--- config.mk ---
export PLATFORM = sky130hd
export DESIGN_NAME = edge_que_n
export DESIGN_NICKNAME = d
export VERILOG_FILES = /design/src/rtl/que_pkg.sv /design/src/rtl/edge_que_ch.sv /design/src/rtl/edge_que_n.sv
export SDC_FILE = /design/constraint.sdc
export NUM_CORES = 1
export LEC_CHECK = 0
export ABC_AREA = 1
export BUFFER_PORTS_ARGS = -buffer_cell sky130_fd_sc_hd__buf_4
export CAP_MARGIN = 20
export CORE_MARGIN = 5
export CORE_UTILIZATION = 52
export CTS_BUF_LIST = sky130_fd_sc_hd__clkbuf_2 sky130_fd_sc_hd__clkbuf_4 sky130_fd_sc_hd__clkbuf_8
export DETAILED_ROUTE_END_ITERATION = 10
export HOLD_SLACK_MARGIN = 0.03
export PLACE_DENSITY = 0.72
export SYNTH_ARGS = -nofsm -noshare
export SYNTH_HDL_FRONTEND = slang
export SYNTH_HIERARCHICAL = 1
export SYNTH_SLANG_ARGS = --single-unit
--- constraint.sdc ---
create_clock -name clk -period 4.3 [get_ports clk]
set_clock_uncertainty 0.05 [all_clocks]
set_input_delay 0 -clock clk [delete_from_list [all_inputs] [get_ports clk]]
set_output_delay 0 -clock clk [all_outputs]
set_load 0.005 [all_outputs]
--- src/rtl/que_pkg.sv ---
// Edge-mode encodings, edge detector and hit-counter width shared by the edge queue.
package que_pkg;

  localparam logic [1:0] EDGE_RISE = 2'b00;
  localparam logic [1:0] EDGE_FALL = 2'b01;
  localparam logic [1:0] EDGE_BOTH = 2'b10;

  localparam int unsigned HIT_CNT_W = 8;

  // Edge between consecutive taps a (earlier) and b (later); mode 11 behaves as rising.
  function automatic logic edge_fn(input logic [1:0] mode, input logic a, input logic b);
    logic e;
    case (mode)
      EDGE_FALL: e = a & ~b;
      EDGE_BOTH: e = a ^ b;
      default:   e = ~a & b;
    endcase
    return e;
  endfunction

endpackage

--- src/rtl/edge_que_ch.sv ---
// One channel of the edge queue: tap capture, edge flags, windowed replay, optional popcount.
// Popcount output exists only when QUE_HIT_COUNT_EN is defined.
module edge_que_ch
  import que_pkg::*;
#(
  parameter int unsigned DEPTH = 101,
  parameter int unsigned WIN   = 3,
  parameter int unsigned SKIP  = 2,
  parameter int unsigned CNT_W = 7
) (
  input  logic             clk,
  input  logic             rst_n,
  input  logic             syn,
  input  logic             cap_en,
  input  logic [CNT_W-1:0] cap_idx,
  input  logic             in,
  input  logic [1:0]       edge_mode,
  output logic             out,
  output logic             flag_nz_c
`ifdef QUE_HIT_COUNT_EN
  ,
  output logic [HIT_CNT_W-1:0] hit_cnt
`endif
);

  logic [DEPTH-1:0] q_q, q_d;
  logic [DEPTH-1:0] flag_q, flag_d;
  logic             out_q, out_d;

  // syn turns the captured taps into flags and restarts capture; otherwise flags drain toward 0.
  always_comb begin
    q_d    = q_q;
    flag_d = flag_q;
    if (syn) begin
      q_d    = '0;
      flag_d = '0;
      for (int unsigned i = 1; i < DEPTH; i++) begin
        if (i >= SKIP) flag_d[i] = edge_fn(edge_mode, q_q[i-1], q_q[i]);
      end
    end else begin
      flag_d = {1'b0, flag_q[DEPTH-1:1]};
      if (cap_en) q_d[cap_idx] = in;
    end
    out_d     = |flag_d[WIN-1:0];
    flag_nz_c = |flag_d;
  end

  always_ff @(posedge clk or negedge rst_n) begin
    if (!rst_n) begin
      q_q    <= '0;
      flag_q <= '0;
      out_q  <= 1'b0;
    end else begin
      q_q    <= q_d;
      flag_q <= flag_d;
      out_q  <= out_d;
    end
  end

  assign out = out_q;

`ifdef QUE_HIT_COUNT_EN
  logic [HIT_CNT_W-1:0] hit_q, hit_d;
  logic [31:0]          pop;

  // Saturating count of the flags loaded at frame close; held until the next syn.
  always_comb begin
    pop   = '0;
    hit_d = hit_q;
    for (int unsigned i = 0; i < DEPTH; i++) pop = pop + 32'(flag_d[i]);
    if (syn) hit_d = (pop > 32'd255) ? '1 : HIT_CNT_W'(pop);
  end

  always_ff @(posedge clk or negedge rst_n) begin
    if (!rst_n) hit_q <= '0;
    else        hit_q <= hit_d;
  end

  assign hit_cnt = hit_q;
`endif

endmodule

--- src/rtl/edge_que_n.sv ---
// Multi-channel frame capture/replay edge queue for the coincidence path.
// Define QUE_HIT_COUNT_EN to add the per-channel hit_cnt output.
module edge_que_n
  import que_pkg::*;
#(
  parameter int unsigned CH    = 2,
  parameter int unsigned DEPTH = 101,
  parameter int unsigned WIN   = 3,
  parameter int unsigned SKIP  = 2
) (
  input  logic          clk,
  input  logic          rst_n,
  input  logic          syn,
  input  logic [CH-1:0] in,
  input  logic [1:0]    edge_mode,
  output logic [CH-1:0] out,
  output logic          busy
`ifdef QUE_HIT_COUNT_EN
  ,
  output logic [HIT_CNT_W*CH-1:0] hit_cnt
`endif
);

  localparam int unsigned CNT_W = $clog2(DEPTH + 1);

  logic [CNT_W-1:0] cnt_q, cnt_d;
  logic             cap_en_c;
  logic             busy_q, busy_d;
  logic [CH-1:0]    flag_nz_c;

  // Tap counter: 0 = idle until first syn, DEPTH = frame full (taps hold).
  always_comb begin
    cap_en_c = ~syn && (cnt_q != '0) && (cnt_q < CNT_W'(DEPTH));
    cnt_d    = cnt_q;
    if (syn)           cnt_d = CNT_W'(1);
    else if (cap_en_c) cnt_d = cnt_q + CNT_W'(1);
    busy_d = |flag_nz_c;
  end

  always_ff @(posedge clk or negedge rst_n) begin
    if (!rst_n) begin
      cnt_q  <= '0;
      busy_q <= 1'b0;
    end else begin
      cnt_q  <= cnt_d;
      busy_q <= busy_d;
    end
  end

  assign busy = busy_q;

  for (genvar c = 0; c < CH; c++) begin : g_ch
    edge_que_ch #(
      .DEPTH (DEPTH),
      .WIN   (WIN),
      .SKIP  (SKIP),
      .CNT_W (CNT_W)
    ) u_ch (
      .clk       (clk),
      .rst_n     (rst_n),
      .syn       (syn),
      .cap_en    (cap_en_c),
      .cap_idx   (cnt_q),
      .in        (in[c]),
      .edge_mode (edge_mode),
      .out       (out[c]),
      .flag_nz_c (flag_nz_c[c])
`ifdef QUE_HIT_COUNT_EN
      ,
      .hit_cnt   (hit_cnt[HIT_CNT_W*c +: HIT_CNT_W])
`endif
    );
  end

endmodule

After elaboration in Yosys (flattened, before gate mapping)

Cells that the tools add are included.

Register bits after elaboration: 414
Input port bits: 7
Output and inout bits: 3
Word-level logic and storage cells: 1,027

Add/subtract/negate cells: 1
$lt $le $gt $ge: 3
Eq/ne operators: 2
Muxes and demuxes: 210
Bitwise gates (word level): 795
Reductions and logical operators: 8

Operator list:

| kind                | number |
|---|---|
| $mux 101            | 6 |
| $and 1x1->1         | 396 |
| $pmux 1 s2          | 198 |
| $bwmux 101          | 2 |
| $reduce_or 202->1   | 1 |
| $not 1->1           | 201 |
| $xor 1x1->1         | 198 |
| $mux 7              | 2 |
| $lt 7x8->1 const B  | 1 |
| $add 7x1->7 const B | 1 |
| $demux 1 s7         | 1 |
| $ge 7x1->1 const B  | 1 |
| $lt 7x7->1 const B  | 1 |
| $reduce_bool 7->1   | 1 |
| $reduce_or 3->1     | 2 |
| $logic_and 1x1->1   | 3 |
| $eq 2x1->1 const B  | 1 |
| $eq 2x2->1 const B  | 1 |
| $reduce_bool 2->1   | 1 |
| $mux 1              | 1 |

Logic depth before layout (Yosys ltp)

Gate-level depths: netlist (run 1).

Depth after elaboration: 7
Gate-level depth with buffers: 17
Gate-level depth less buffers: 16

Hierarchy

Netlist (run 1), hierarchy kept.

Modules (own cells, without submodules):

| module                      | times used | cells an instance | area each (µm²) | sequential area each (µm²) |
|---|---|---|---|---|
| edge_que_ch at g_ch[1].u_ch | 1          | 1,991             | 14,312.5        | 5,029.8 |
| edge_que_ch at g_ch[0].u_ch | 1          | 1,952             | 14,106.0        | 5,029.8 |
| edge_que_n                  | 1          | 70                | 584.3           | 200.2 |

Worst setup path before layout (run 1)

No wires, ideal clock.

Path kind: reg2reg
Start point: register cnt_q[0]
End point: register g_ch[0].u_ch.q_q[80]
Library setup time: 0.120 ns
Arrival: 2.351 ns
Required time: 4.130 ns
Slack: 1.779 ns
Stages on the path, launching flop included: 14
Path buffers: 1
Period minus slack after synthesis: 2.521 ns
Cells stage by stage: dfrtp_1 -> inv_1 -> ha_1 -> inv_1 -> nor2_1 -> nand3_2 -> nand2_4 -> nor2_8 -> buf_2 -> inv_1 -> nor3_1 -> nand2_1 -> o21ai_0 -> inv_1

Elaborated cells between the ends (all ways): 13
Classes of those cells: 3 x order compare; 5 x mux; 5 x reduce/logical

RTL lines:

| what                                                               | line              | RTL |
|---|---|---|
| start: declaration                                                 | edge_que_n.sv:26  | `logic [CNT_W-1:0] cnt_q, cnt_d;` |
| start signal: assignment                                           | edge_que_n.sv:45  | `cnt_q <= cnt_d;` |
| parallel branches: the longest is 2 deep, another holds $lt 7x7->1 | -                 |  |
| $logic_and 1x1->1 (*)                                              | edge_que_n.sv:33  | `cap_en_c = ~syn && (cnt_q != '0) && (cnt_q < CNT_W'(DEPTH));` |
| named net cap_en_c                                                 | edge_que_n.sv:27  | `logic cap_en_c;` |
| $reduce_bool 2->1 (no line) (*)                                    | -                 |  |
| end signal: assignment                                             | edge_que_ch.sv:54 | `q_q <= q_d;` |
| end: declaration                                                   | edge_que_ch.sv:26 | `logic [DEPTH-1:0] q_q, q_d;` |

Mark *: on every way through the listed nets, which the timed path passes. The select of a mux whose other input is x is not followed.
A chain may end at the register's enable or synchronous reset.

Worst setup path after layout (run 1)

Start point: register cnt_q[0]
End point: register g_ch[1].u_ch.q_q[65]

Elaborated cells between the ends (all ways): 13
Classes of those cells: 3 x order compare; 5 x mux; 5 x reduce/logical

RTL lines:

| what                                                               | line |
|---|---|
| parallel branches: the longest is 2 deep, another holds $lt 7x7->1 | - |
| $logic_and 1x1->1 (*)                                              | edge_que_n.sv:33 |
| named net cap_en_c                                                 | edge_que_n.sv:27 |
| $reduce_bool 2->1 (no line) (*)                                    | - |
| end signal: assignment                                             | edge_que_ch.sv:54 |
| end: declaration                                                   | edge_que_ch.sv:26 |

Marks and branches as above.

==> impl_metrics.tcl, run 1 <==
set metrics [dict create \
    drt-total-wl_um 71200 \
    via_per_inst 5.10 \
    mappedNetlistNets 4422 \
    synth_ff_type "dfrtp_1" \
    synth_commonest_cells "nand2_1, inv_1, nor2_1, dfrtp_1, ha_1" \
    clockRootBuffer "clkbuf_8" \
    status "completed" \
    drt_iter0_markers 2026 \
    synth.area.top_cells "dfrtp_1, ha_1, nand2_1, inv_1, nor2_1" \
    combPwrFrac 0.163 \
    clkTransAtPathRegs_ps 60 \
    cp.arrival_ps 3550 \
    initial_core_util 0.525 \
    maxCapViolCount 0 \
    timing.slew.headroom 0.285 \
    switching_power_mw 3.04 \
    r2r_end "g_ch[1].u_ch/q_q[65]$_DFFE_PN0P_" \
    setup_tns_ps 0 \
    crit_path_end_kind "flip-flop" \
    drv_slew 0 \
    fin_crit_sh 0.706 \
    fin_nets 4350 \
    cts_max_path_buffers 3 \
    wire_per_inst_um 15.0 \
    p_clk_frac 0.415 \
    ir_drop_uv 227 \
    critical-path-slowest-cell "inv_1" \
    syn_area_per_cell_um2 7.23 \
    rrSetupSlack_ps 1260 \
    swShare 0.303 \
    htreeDepth 3 \
    cts_buffers 78 \
    cpPeakStageDelay_ps 640 \
    coreArea_um2 55200 \
    die_w_um 246 \
    grt_start_max_net_pins 157 \
    ant_nets 0 \
    drc 0 \
    critPathRequiredTime_ps 4810 \
    crit_path_start_kind "flip-flop" \
    portBuffers 9 \
    hold_violations 0 \
    synth.largest_area_cell "dfrtp_1" \
    area_growth_pct 7.73 \
    synth_cells 4013 \
    synth_edf_count 0 \
    synth_area_um2 29000 \
    rows 86 \
    critPathMaxFanout 22 \
    fmax_mhz 329 \
    finalCriticalPeriod_ps 3040 \
    cpMostUsedCell "inv_1" \
    synth_cell_types 35 \
    ios 10 \
    num_vias 24200 \
    antenna_found_initial 2 \
    synth_top_area_frac 0.354 \
    p_leak_nw 17.4 \
    clock_sinks 410 \
    final_core_util 0.566 \
    cts_tree "yes" \
    setup_viol 0 \
    clock_latency_ps 660 \
    cts.repair.resized 0 \
    first_global_vias 23000 \
    grt_pass1_wl_um 118000 \
    rsz0062_at_grt "no" \
    yosysSeqAreaShare 0.354 \
    crit_type "reg -> reg" \
    power.internal_mw 6.99 \
    die_area_um2 60600 \
    yosys_warnings 6 \
    track_usage 0.237 \
    power_frac_seq 0.423 \
    worstHoldStart "edge_mode[0]" \
    synth.most_common_cell "nand2_1" \
    worst_pin_slew_ps 1070 \
    ys_ff_latch 410 \
    reg2reg_depth 12 \
    holdPathStages 6 \
    synthArstFlopShare 1.00 \
    drive_gt1_frac 0.0595 \
    die_y_um 246 \
    first_pass_iters 6 \
    grt-ovfl-total 0 \
    dpl.hpwl_um 43700 \
    power_density_nw_per_um2 321 \
    worstPathCellList "inv_1 -> ha_1 -> inv_1 -> nor2_1 -> nand3_2 -> nand2_4 -> nor2_8 -> nand2_1 -> inv_1 -> buf_4 -> a22oi_1 -> a31oi_1" \
    min_to "g_ch[0].u_ch/flag_q[75]$_DFF_PN0_" \
    gp_congestion 0.852 \
    r2r_start "cnt_q[0]$_DFFE_PN0P_" \
    hold_path.class "in -> reg" \
]
## sequential cells by signal, indices dropped and copies added, names as in the netlist
register          count
busy                  1
cnt_q                 7
g_ch.u_ch/flag_q    200
g_ch.u_ch/out         2
g_ch.u_ch/q_q       200
## cells in the final DEF, fill, tap and decap left out, drive strengths merged
cell type	Yosys	layout
nand2	969	969
inv	702	703
nor2	500	500
dfrtp	410	410
ha	402	402
o21ai	345	345
nand3	154	154
clkbuf	90	129
a21oi	107	107
a22oi	76	76
a31oi	76	76
buf	114	44
or2	27	27
nor3	22	22
clkinv	11	19
dlygate4sd3	0	6
diode	0	2
nand4	2	2
xor2	2	2
bufinv	0	2
o211ai	2	2
o21bai	1	1
clkinvlp	0	1
a21boi	1	1
## power by group through the flow
stage	Clock (mW)	Sequential, mW	Combinational (mW)
floorplan	0	4.27	1.14
global placement	0	4.30	1.59
detailed placement	0	4.30	1.61
CTS	4.26	4.24	1.63
global route	4.45	4.27	1.85
finish	4.16	4.24	1.63
## how the worst max path moves through the flow
| stage | from | endpoint | slack, ps | cells after the start |
|---|---|---|---|---|
| detailed placement | edge_mode[0] | busy$_DFF_PN0_ | 1270 | 16 |
| floorplan | cnt_q[0]$_DFFE_PN0P_ | g_ch[0].u_ch/q_q[80]$_DFFE_PN0P_ | 1780 | 13 |
| finish | cnt_q[0]$_DFFE_PN0P_ | g_ch[1].u_ch/q_q[65]$_DFFE_PN0P_ | 1260 | 12 |
| global route | cnt_q[0]$_DFFE_PN0P_ | g_ch[0].u_ch/q_q[72]$_DFFE_PN0P_ | 850 | 13 |
| CTS | cnt_q[0]$_DFFE_PN0P_ | g_ch[1].u_ch/q_q[65]$_DFFE_PN0P_ | 1290 | 12 |
| global placement | edge_mode[0] | busy$_DFF_PN0_ | 1310 | 16 |
## critical path: cells and delay by family (launching register included)
family | cells | cell delay, ps
buf+inv | 4 | 1120
fa+ha+maj | 1 | 220
compound gates | 2 | 250
flops | 1 | 630
simple gates | 5 | 650
## metal layers
metal | routed length, um | GRT usage | part of all wire
met4 | 1820 | 0.0750 | 0.026
met5 | 0 | 0 | 0
met2 | 31700 | 0.374 | 0.45
met1 | 33100 | 0.334 | 0.47
met3 | 4500 | 0.0410 | 0.063
## logic make-up after synthesis
logic type	after synthesis	share of synthesized area
buffers and inverters	917	0.127
DFF	410	0.354
xor gates and xnor gates	2	0.000604
AOI/OAI and AO/OA	608	0.115
adders and majority gates	402	0.173
and+or+nand+nor	1674	0.229
## metrics by stage
| step | power [mW] | area (um^2) | std cells | worst slack (ps) | hold WS, ps |
|---|---|---|---|---|---|
| 2_1_floorplan | 5.41 | 29000 | 4013 | 1780 | -346 |
| 3_3_place_gp | 5.89 | 29400 | 4600 | 1310 | 80.3 |
| 6_report | 10.0 | 31200 | 4750 | 1260 | 107 |
| 5_1_grt | 10.6 | 31200 | 4750 | 854 | 127 |
| 4_1_cts | 10.1 | 31200 | 4746 | 1290 | 56.8 |
| 3_5_place_dp | 5.91 | 29400 | 4600 | 1270 | 84.8 |
## final cells by class
cell class / count / area (um^2)
Clock buffer: 127 / 1570
Antenna cell: 2 / 5.00
Sequential cell: 410 / 10300
Fill cell: 5161 / 24000
Inverter: 713 / 2690
Clock inverter: 12 / 120
Timing Repair Buffer: 52 / 574
Tap cell: 748 / 936
Multi-Input combinational cell: 2686 / 15100
## timing repair
item                                   in CTS  in global routing
endpoints found under the hold margin     244                  0
setup buffers                               0                  0
hold buffers                                7                  0
Note: power is estimated with default switching activity, not from simulation.
==> run 2: changes to the inputs <==
Clock period 4.3 ns to 2.9 ns, I/O delays scaled along.
==> run 2 against run 1 <==
  * Hold slack better by 240 ps
  * Total power up 44%
  * Register-to-register slack worse by 950 ps
  * Flip-flop and latch count unchanged
  * Critical path type unchanged
  * Highest routed layer unchanged
==> impl_metrics.tcl, run 2 (synthesized netlist as in run 1, its figures left out) <==
set metrics [dict create \
    drv_slew 0 \
    clock_sinks 410 \
    clkTransAtPathRegs_ps 60 \
    dp.cells 4667 \
    cts_max_path_buffers 3 \
    fin_cells 4801 \
    maxCapViolCount 0 \
    portBuffers 9 \
    status "completed" \
    ir_drop_uv 374 \
    crit_path_start_kind "flip-flop" \
    ios 10 \
    die_area_um2 60600 \
    crit_path_end_kind "flip-flop" \
    grt_pass1_wl_um 119000 \
    holdPathStages 4 \
    ant_nets 0 \
    drt_iter0_markers 1998 \
    place_area_um2 30100 \
    worstHoldStart "syn" \
    timing.slew.headroom 0.379 \
    htreeDepth 3 \
    drc 0 \
    fin_nets 4412 \
    worst_pin_slew_ps 932 \
    first_global_vias 23100 \
    gp_congestion 0.871 \
    setup_tns_ps 0 \
    initial_core_util 0.525 \
    crit_type "reg -> reg" \
    cts_buffers 75 \
    die_w_um 246 \
    critPathMaxFanout 17 \
    grt_start_max_net_pins 113 \
    final_common_cell "nand2_1" \
    area_growth_pct 9.05 \
    fillers 5121 \
    fmax_mhz 387 \
    wire_per_inst_um 14.6 \
    clockRootBuffer "clkbuf_8" \
    r2r_end "g_ch[0].u_ch/q_q[46]$_DFFE_PN0P_" \
    post_cts_buffers 0 \
    hold_ws_ps 348 \
    setup_viol 0 \
    rsz0062_at_grt "no" \
    cp.arrival_ps 3060 \
    clock_latency_ps 640 \
    power_density_nw_per_um2 456 \
    track_usage 0.235 \
    die_y_um 246 \
    dpl.hpwl_um 45700 \
    fin_crit_sh 0.891 \
    fin_area_um2 31600 \
    antenna_found_initial 1 \
    critPathRequiredTime_ps 3370 \
    reg2reg_depth 14 \
    top_regs "g_ch.u_ch/flag_q: 200 flops, g_ch.u_ch/q_q: 200 flops, cnt_q: 7 flops" \
    finalCriticalPeriod_ps 2580 \
    hold_path.class "in -> reg" \
    grt-ovfl-total 0 \
    rrSetupSlack_ps 320 \
    cts_tree "yes" \
    coreArea_um2 55200 \
    layout_common_cells "nand2_1, inv_1, nor2_1" \
    num_vias 24400 \
    r2r_start "cnt_q[0]$_DFFE_PN0P_" \
    drive_gt1_frac 0.0713 \
    via_per_inst 5.09 \
    min_to "g_ch[0].u_ch/flag_q[17]$_DFF_PN0_" \
    drt-total-wl_um 70100 \
    hold_violations 0 \
    p_leak_nw 17.7 \
    first_pass_iters 5 \
    rows 86 \
]
[run 2: changes by cell type in the layout (fill, tap and decap cells not counted), sizes merged]
cell / change
buf: +66
clkinv: -5
diode: -1
clkbuf: -7
inv: -2
dlygate4sd3: +1
bufinv: -1
[run 2: how the worst max path moves through the flow]
| stage | start | endpoint | cells past startpoint |
|---|---|---|---|
| 5_1_grt | cnt_q[0]$_DFFE_PN0P_ | g_ch[1].u_ch/q_q[51]$_DFFE_PN0P_ | 13 |
| 3_5_place_dp | edge_mode[0] | busy$_DFF_PN0_ | 15 |
| 2_1_floorplan | cnt_q[0]$_DFFE_PN0P_ | g_ch[0].u_ch/q_q[80]$_DFFE_PN0P_ | 13 |
| 6_report | cnt_q[0]$_DFFE_PN0P_ | g_ch[0].u_ch/q_q[46]$_DFFE_PN0P_ | 14 |
| 4_1_cts | cnt_q[0]$_DFFE_PN0P_ | g_ch[0].u_ch/q_q[46]$_DFFE_PN0P_ | 14 |
| 3_3_place_gp | edge_mode[0] | busy$_DFF_PN0_ | 15 |
[run 2: metrics by stage]
| step | setup WS [ps] | util | power [mW] |
|---|---|---|---|
| after floorplan | 379 | - | 8.02 |
| after global placement | 364 | 0.545 | 8.84 |
| after detailed placement | 317 | 0.545 | 8.88 |
| after CTS | 335 | 0.573 | 14.6 |
| after global routing | 142 | 0.573 | 15.2 |
| final | 316 | 0.573 | 14.4 |
[run 2: routing by layer]
layer | vias to the layer above | global-route usage | routed length (um)
met1 | 11400 | 0.347 | 34100
met3 | 73 | 0.0320 | 4020
met2 | 579 | 0.365 | 30700
li1 | 12400 | - | -
met4 | 0 | 0.0640 | 1240
met5 | - | 0 | 0
[run 2: worst max-delay path, stage by stage (launching register included)]
cell	delay [ps]
dfrtp_1	370
inv_1	90
ha_1	150
inv_1	30
nor2_1	120
nand3_2	150
nand2_4	120
nor2_8	70
buf_4	170
nand2_1	70
clkinv_1	540
nand2_1	260
o21ai_0	120
o21ai_0	110
inv_1	60
[run 2: cell type report]
class | count | area (um^2) | area share
multi-input combinational | 2686 | 15100 | 0.477
sequential | 410 | 10300 | 0.324
inverter | 713 | 2690 | 0.0851
clock buffer | 122 | 1440 | 0.0456
timing repair buffer | 117 | 1160 | 0.0366
tap | 748 | 936 | 0.0296
clock inverter | 4 | 47.5 | 0.00150
antenna | 1 | 2.50 | 0.0000791
[run 2: report_power, final]
group          total, mW  switching, mW  internal, mW
clock               5.63           2.44          3.19
combinational       2.57           1.79         0.775
sequential          6.24          0.141          6.10
total               14.4           4.37          10.1
[run 2: timing repair]
item,CTS,global route
hold buffers,7,0
hold endpoints to repair,585,0
resized for setup,0,0
